## src/rtl/branch_unit.sv

```systemverilog
// Branch resolution and 2-bit-counter prediction unit; results are registered one cycle after EX.
// Optional feature macro: BRANCH_LINK_EN enables bltzal/bgezal as link-form branches.
module branch_unit #(
   parameter int         BHT_DEPTH = 64,
   parameter int         XLEN      = 32,
   parameter logic [1:0] INIT_CNT  = 2'b01
) (
   input  logic            clk,
   input  logic            rst_n,
   input  logic [XLEN-1:0] if_pc,
   output logic            pred_taken,
   input  logic            ex_valid,
   input  logic [5:0]      ex_opcode,
   input  logic [4:0]      ex_rt_field,
   input  logic [15:0]     ex_imm,
   input  logic [XLEN-1:0] ex_pc,
   input  logic [XLEN-1:0] ex_rs_val,
   input  logic [XLEN-1:0] ex_rt_val,
   input  logic            ex_pred_taken,
   input  logic            flush,
   output logic            res_valid,
   output logic            res_is_branch,
   output logic            res_taken,
   output logic [XLEN-1:0] res_target,
   output logic            mispredict,
   output logic [XLEN-1:0] redirect_pc,
   output logic            res_link,
   output logic [XLEN-1:0] link_addr
);

   localparam int IW = $clog2(BHT_DEPTH);

   logic [1:0]             bht [BHT_DEPTH];
   logic [IW-1:0]          if_idx;
   logic [IW-1:0]          ex_idx;
   logic signed [XLEN-1:0] rs_s;
   logic                   is_branch;
   logic                   is_link;
   logic                   taken;
   logic                   accept;
   logic                   train;
   logic [XLEN-1:0]        offset;
   logic [XLEN-1:0]        target;
   logic [XLEN-1:0]        seq_pc;

   function automatic logic [1:0] sat_update(input logic [1:0] cnt, input logic up);
      if (up)
         return (cnt == 2'b11) ? cnt : cnt + 2'd1;
      else
         return (cnt == 2'b00) ? cnt : cnt - 2'd1;
   endfunction

   assign if_idx     = if_pc[IW+1:2];
   assign ex_idx     = ex_pc[IW+1:2];
   // Same-cycle training is not visible here until after the edge.
   assign pred_taken = bht[if_idx][1];

   assign rs_s   = ex_rs_val;
   assign offset = {{(XLEN-18){ex_imm[15]}}, ex_imm, 2'b00};
   assign seq_pc = ex_pc + XLEN'(4);
   assign target = seq_pc + offset;
   assign accept = ex_valid & ~flush;
   assign train  = accept & is_branch;

   always_comb begin
      is_branch = 1'b0;
      is_link   = 1'b0;
      taken     = 1'b0;
      unique case (ex_opcode)
         6'h04: begin is_branch = 1'b1; taken = (ex_rs_val == ex_rt_val); end
         6'h05: begin is_branch = 1'b1; taken = (ex_rs_val != ex_rt_val); end
         6'h06: begin is_branch = 1'b1; taken = (rs_s <= 0); end
         6'h07: begin is_branch = 1'b1; taken = (rs_s > 0); end
         6'h01: begin
            unique case (ex_rt_field)
               5'b00000: begin is_branch = 1'b1; taken = (rs_s < 0); end
               5'b00001: begin is_branch = 1'b1; taken = (rs_s >= 0); end
`ifdef BRANCH_LINK_EN
               5'b10000: begin is_branch = 1'b1; is_link = 1'b1; taken = (rs_s < 0); end
               5'b10001: begin is_branch = 1'b1; is_link = 1'b1; taken = (rs_s >= 0); end
`endif
               default: ;
            endcase
         end
         default: ;
      endcase
   end

   always_ff @(posedge clk or negedge rst_n) begin
      if (!rst_n) begin
         for (int i = 0; i < BHT_DEPTH; i++) bht[i] <= INIT_CNT;
      end else if (train) begin
         bht[ex_idx] <= sat_update(bht[ex_idx], taken);
      end
   end

   // EX -> result register boundary
   always_ff @(posedge clk or negedge rst_n) begin
      if (!rst_n) begin
         res_valid     <= 1'b0;
         res_is_branch <= 1'b0;
         res_taken     <= 1'b0;
         mispredict    <= 1'b0;
         res_target    <= '0;
         redirect_pc   <= '0;
         link_addr     <= '0;
      end else begin
         res_valid     <= accept;
         res_is_branch <= train;
         res_taken     <= train & taken;
         mispredict    <= train & (taken != ex_pred_taken);
         if (accept) begin
            res_target  <= target;
            redirect_pc <= taken ? target : seq_pc;
            link_addr   <= ex_pc + XLEN'(8);
         end
      end
   end

`ifdef BRANCH_LINK_EN
   always_ff @(posedge clk or negedge rst_n) begin
      if (!rst_n) res_link <= 1'b0;
      else        res_link <= train & is_link;
   end
`else
   assign res_link = 1'b0;
   logic unused_link;
   assign unused_link = is_link;
`endif

endmodule

```

## config.mk

```make
export PLATFORM = sky130hd
export DESIGN_NAME = branch_unit
export DESIGN_NICKNAME = d
export VERILOG_FILES = /design/src/rtl/branch_unit.sv
export SDC_FILE = /design/constraint.sdc
export NUM_CORES = 1
export LEC_CHECK = 0
export CELL_PAD_IN_SITES_DETAIL_PLACEMENT = 0
export CELL_PAD_IN_SITES_GLOBAL_PLACEMENT = 2
export CORE_UTILIZATION = 34
export CTS_BUF_LIST = sky130_fd_sc_hd__clkbuf_4 sky130_fd_sc_hd__clkbuf_8 sky130_fd_sc_hd__clkbuf_16
export CTS_CLUSTER_DIAMETER = 100
export DETAILED_ROUTE_END_ITERATION = 6
export GPL_ROUTABILITY_DRIVEN = 0
export PLACE_DENSITY_LB_ADDON = 0.3
export SLEW_MARGIN = 20
export SYNTH_ARGS = -nofsm -noshare
export SYNTH_HDL_FRONTEND = slang
export SYNTH_SLANG_ARGS = --single-unit
```

## constraint.sdc

```tcl
create_clock -name clk -period 4.2 [get_ports clk]
set_input_delay 0.42 -clock clk [delete_from_list [all_inputs] [get_ports clk]]
set_output_delay 0.42 -clock clk [all_outputs]
set_load 0.005 [all_outputs]
```

Yosys cells after proc, flatten, opt, wreduce, memory -nomap -nowiden
Cells that the tools add are included.
- add/subtract/negate cells: 5
- $mul: 0
- divide/modulo/power cells: 0
- $lt $le $gt $ge: 7
- equality and inequality tests: 10
- shift-type cells: 0
- muxes and demuxes: 18
- bitwise logic cells: 7
- reductions and logical operators: 5
- operators by type and width (kind ; number):
    128-bit bitwise mux ; 1
    32-bit by 3-bit adder with 32-bit output (second input constant) ; 1
    32-bit adder ; 1
    32-bit by 4-bit adder with 32-bit output (second input constant) ; 1
    32-bit equality test ; 1
    32-bit by 1-bit greater-or-equal comparator with 1-bit output (second input constant) ; 1
    32-bit by 1-bit > comparator with 1-bit output (second input constant) ; 1
    32-bit by 1-bit <= comparator with 1-bit output (second input constant) ; 1
    32-bit by 1-bit less-than comparator with 1-bit output (second input constant) ; 1
    32-bit two-way mux ; 1
    32-bit inequality test ; 1
    2-bit binary-select mux with 6-bit select ; 2
    6-bit by 3-bit equality test with 1-bit output (second input constant) ; 4
    2-bit two-way mux ; 9
    7-bit greater-or-equal comparator (second input constant) ; 2
    6-bit NOT with 7-bit output ; 2
    2-bit demux with 6-bit select ; 1
    7-bit by 1-bit less-than comparator with 1-bit output (second input constant) ; 1
    6-bit by 1-bit equality test with 1-bit output (second input constant) ; 1
    5-bit by 1-bit equality test with 1-bit output (second input constant) ; 1
    5-bit zero test ; 1
    1-bit case mux with 5 select lines ; 1
    1-bit bitwise AND ; 4
    1-bit case mux with 2 select lines ; 2
    10 further kinds ; 10
- register bits after elaboration: 228
- latch bits: 0
- memory bits (writable): 0
- memory bits (read-only): 0
- input port bits: 160
- output and inout bits: 102
- word-level logic and storage cells: 123
- memories kept: 0

Logic depth before layout (Yosys ltp)
- depth after elaboration: 9
- gate-level depth with buffers: 19

Worst setup path before layout
Ideal clock, no wire load.
- kind: input to register
- start point: in ex_pc[2]
- end point: reg redirect_pc[31]
- setup time: 0.067 ns
- arrival: 4.022 ns
- required time: 4.133 ns
- path slack: 0.111 ns
- stages: 18
- cells stage by stage: buf_2 buf_6 buf_6 buf_1 nand2_1 nor3_1 xor2_1 ha_1 clkbuf_1 and3_1 nor2b_1 nand3b_1 a211oi_1 o211ai_1 a2111o_1 and3_1 o211ai_1 o311a_1
- word-level cells in the longest chain between the ends: 3
- RTL lines (element ; RTL line ; source):
    from (decl) ; 16 ; input logic [XLEN-1:0] ex_pc,
    32-bit by 3-bit adder with 32-bit output * ; 60 ; assign seq_pc = ex_pc + XLEN'(4);
    32-bit adder ; 61 ; assign target = seq_pc + offset;
    32-bit two-way mux * ; 114 ; redirect_pc <= taken ? target : seq_pc;
    to (signal assigned) ; 114 ;
    to (decl) ; 26 ; output logic [XLEN-1:0] redirect_pc,
Mark *: on every way between the ends. The rest lies on a longest branch, timed or not.
A chain may end at the register's enable or synchronous reset.

Worst setup path after layout
- start point: in ex_pc[6]
- end point: reg redirect_pc[31]
The elaborated chain is that of the path after synthesis.

==> metrics.md <==
| Metric | Value |
|---|---|
| # clock sinks | `224` |
| Slew HR | `0.530` |
| Status | `completed` |
| Setup Skew | `0.00752 ns` |
| I/O pins | `262` |
| Row cnt | `73` |
| Hold Slack | `between 0.4 and 0.5 ns` |
| F_max | `256 MHz` |
| Core ar. | `39800 um2` |
| Via-to-Cell Ratio | `5.13` |
| Worst Slack Setup Final | `0.287 ns` |
| Cells along the critical path | `clkdlybuf4s50_1 -> and3_1 -> nand3_1 -> buf_4 -> xnor2_1 -> ha_1 -> a21oi_1 -> o21ai_0 -> a22oi_1 -> a211oi_2 -> o211ai_1 -> a2111o_1 -> and3_1 -> o211ai_1 -> o311a_1` |
| 1st-iter DRT viols | `563` |
| Dpl cells | `2114` |
| Non-Filler Instances | `2166` |
| Share of synthesized registers carrying an async set or reset | `1.00` |
| Hold WC Path Type | `in -> reg` |
| Antenna violations before repair | `3` |
| TritonCTS buffer count | `27` |
| Root buffer cell | `clkbuf_16` |
| Synth Area per Inst | `10.7 um2` |
| CTS clk-pin slew, worst paths | `0.06 ns` |
| Post-Syn Area | `13800 um2` |
| Share of cells above drive strength 1 | `0.288` |
| Critical path class | `in -> reg` |
| P_leak | `7.85 nW` |
| Area grow syn2layout | `34.5%` |
| Drt drc | `0` |
| GRT Total Usage | `0.216` |
| Chip Width | `slightly above 200 um` |
| Max incr delay on CP | `0.60 ns` |
| Synth area leaders | `dfrtp_1, dfstp_2, mux2_2` |
| Worst endpoint required time | `4.70 ns` |
| Starting density of the core | `0.345` |
| CP startpoint kind | `input port` |
| Die H | `203 um` |
| Mapped Cells | `1291` |
| Post-synth EDFFs | `0` |
| Vias in the first global route | `11500` |
| Top cell type's share of synthesized area | `0.291` |
| Yosys cell types | `64` |
| Max_cap viols | `0` |
| Synth cell count leaders | `nand2_1, dfrtp_1, mux2_2` |
| Synthesis-stage register bit count | `224` |
| CTS Buffer Depth | `3` |
| Post-place setup slack | `-0.367 ns` |
| H-tree depth | `1` |
| RSZ-0062 raised after global routing | `no` |
| Clock latency at the later pin of the worst-skew pair | `0.56 ns` |
| Synth Flop Type | `dfrtp_1` |
| Die Area | `just over 40000 um2` |
| CP endpoint kind | `flop` |
| Maximum VDD drop | `0.271 mV` |
| Via count | `11100` |
| Syn nets | `1492` |
| Pwr Density | `337 nW/um2` |
| Congestion Overflow GR | `0` |
| CTS tree | `built` |
| Worst Tran Pin Value | `0.703 ns` |
| Largest net degree at the start of global routing | `101` |
| IO Port Bufs | `234` |
| HPWL after DPL | `roughly 33 mm` |
| First-pass GRT wire length | `68.5 mm` |
| Fin. Hold Viols | `0` |
| Crit-path max FO | `5` |
| Antenna-violating nets left | `0` |
| Synth warnings | `0` |
| First drt pass iteration count | `7` |
| Tcrit/Tclk final | `0.932` |
| Final Critical Period | `3.91 ns` |
| Total Wirelength | `44.3 mm` |
| Most numerous cell in the Yosys netlist | `nand2_1` |
| Endpoints failing setup | `0` |
| Fin util | `0.464` |
| Register area share after synthesis | `0.413` |
| Fin. max-slew vios | `0` |
| Final #Nets | `1820` |
| Critical-path top delay cell | `clkdlybuf4s50_1` |
| Critical Path AT | `4.41 ns` |
| WL per Instance | `20.4 um` |
| Leading area contributor after synthesis | `dfrtp_1` |
| Post-CTS setup buffer count | `0` |
worst max-delay path, delay by kind of cell:
family / cells / cell delay, ns
buffers and inverters: 2 / 0.77
AO/OA/AOI/OAI: 8 / 2.05
adder cells (fa/ha/maj): 1 / 0.26
AND/OR/NAND/NOR: 3 / 0.53
XOR/XNOR: 1 / 0.36
area by class of cell:
cell class,instances,area [um2]
fill,3831,21300
multi-input combinational,968,7630
clock inverter,11,149
antenna,1,2.50
tap,525,657
inverter,17,63.8
clock buffer,39,803
timing repair buffer,381,3510
sequential,224,5690
flip-flops by register name, indices dropped and copies added (netlist names):
name	flops
res_target	32
redirect_pc	30
res_taken	1
mispredict	1
link_addr	30
res_is_branch	1
bht	128
res_valid	1
repair_timing:
item | in CTS | in global routing
hold buffers | 1 | 0
setup endpoints to repair | 0 | 3
resized for setup | 0 | 3
endpoints found under the hold margin | 78 | 0
cell families (layout without fill, tap and decap cells):
group | count (synthesis) | count (layout) | synth area share
compound gates | 194 | 194 | 0.0857
xor+xnor | 114 | 114 | 0.0726
fa+ha+maj | 43 | 43 | 0.0395
buf+inv | 99 | 448 | 0.0336
flops | 224 | 224 | 0.413
mux | 217 | 217 | 0.220
other cells | 1 | 2 | 0.000273
simple gates | 399 | 399 | 0.135
report_power, final:
part           internal (mW)  leakage (nW)  switching (mW)
clock network           1.52         0.484           0.956
registers               2.31          2.73          0.0891
logic                  0.737          4.63           0.625
cell usage in the layout, fill, tap and decap left out, types with 4 or more instances in the layout:
master           Yosys  final
a211oi_1             5      4
a21o_1              12     12
a21oi_1             44     43
and2_1               7      7
and3_1              12     12
buf_12               0      5
buf_4                6    141
clkbuf_16            0     27
clkbuf_4             0      6
clkbuf_8             0      6
clkdlybuf4s50_1      0    231
clkinv_2             0      6
dfrtp_1            160    160
dfstp_2             64     64
ha_1                40     40
inv_1               15     15
mux2_2             141    141
mux2i_1             22     22
mux4_2              54     54
nand2_1            171    171
nand2b_1             6      5
nand3_1             35     35
nand4_1             26     26
nor2_1              80     80
nor2b_1              7      7
nor3_1               9      9
nor3b_1             14     14
nor4_1              13     13
o211ai_1             6      6
o21a_1               5      5
o21ai_0             83     83
o21bai_1             4      4
o22ai_1              9      9
xnor2_1             75     75
xor2_1              39     38
stage by stage:
step | cell area, um2 | setup TNS (ns) | total power, mW
after global placement | 17500 | -2.78 | 3.80
after CTS | 18500 | 0 | 6.32
after floorplan | 13800 | 0 | 2.96
final | 18500 | 0 | 6.24
after detailed placement | 17500 | -2.77 | 3.81
after global routing | 18500 | 0 | 6.53
final timing paths:
path / startpoint / endpoint / slack (ns) / cells after the start
min in group asynchronous: rst_n / res_valid$_DFF_PN0_ / 0.44 / 2
setup / recovery: ex_pc[6] / redirect_pc[31]$_DFFE_PN0P_ / 0.29 / 15
setup reg to reg: bht[32]$_DFFE_PN1P_ / bht[101]$_DFFE_PN0P_ / 1.37 / 7
hold / removal: ex_pc[1] / res_target[1]$_DFFE_PN0P_ / 0.42 / 3
max in group asynchronous: rst_n / bht[107]$_DFFE_PN0P_ / 2.66 / 3
hold reg to reg: res_target[2]$_DFFE_PN0P_ / res_target[2]$_DFFE_PN0P_ / 0.47 / 2
per-layer routing:
layer | track usage | share of wire | vias up
li1 | - | - | 5295
met1 | 0.281 | 0.44 | 5530
met2 | 0.380 | 0.50 | 229
met3 | 0.0280 | 0.038 | 62
met4 | 0.0548 | 0.024 | 4
met5 | 0 | 0.00047 | -
Power figures use the tool's default switching activity.
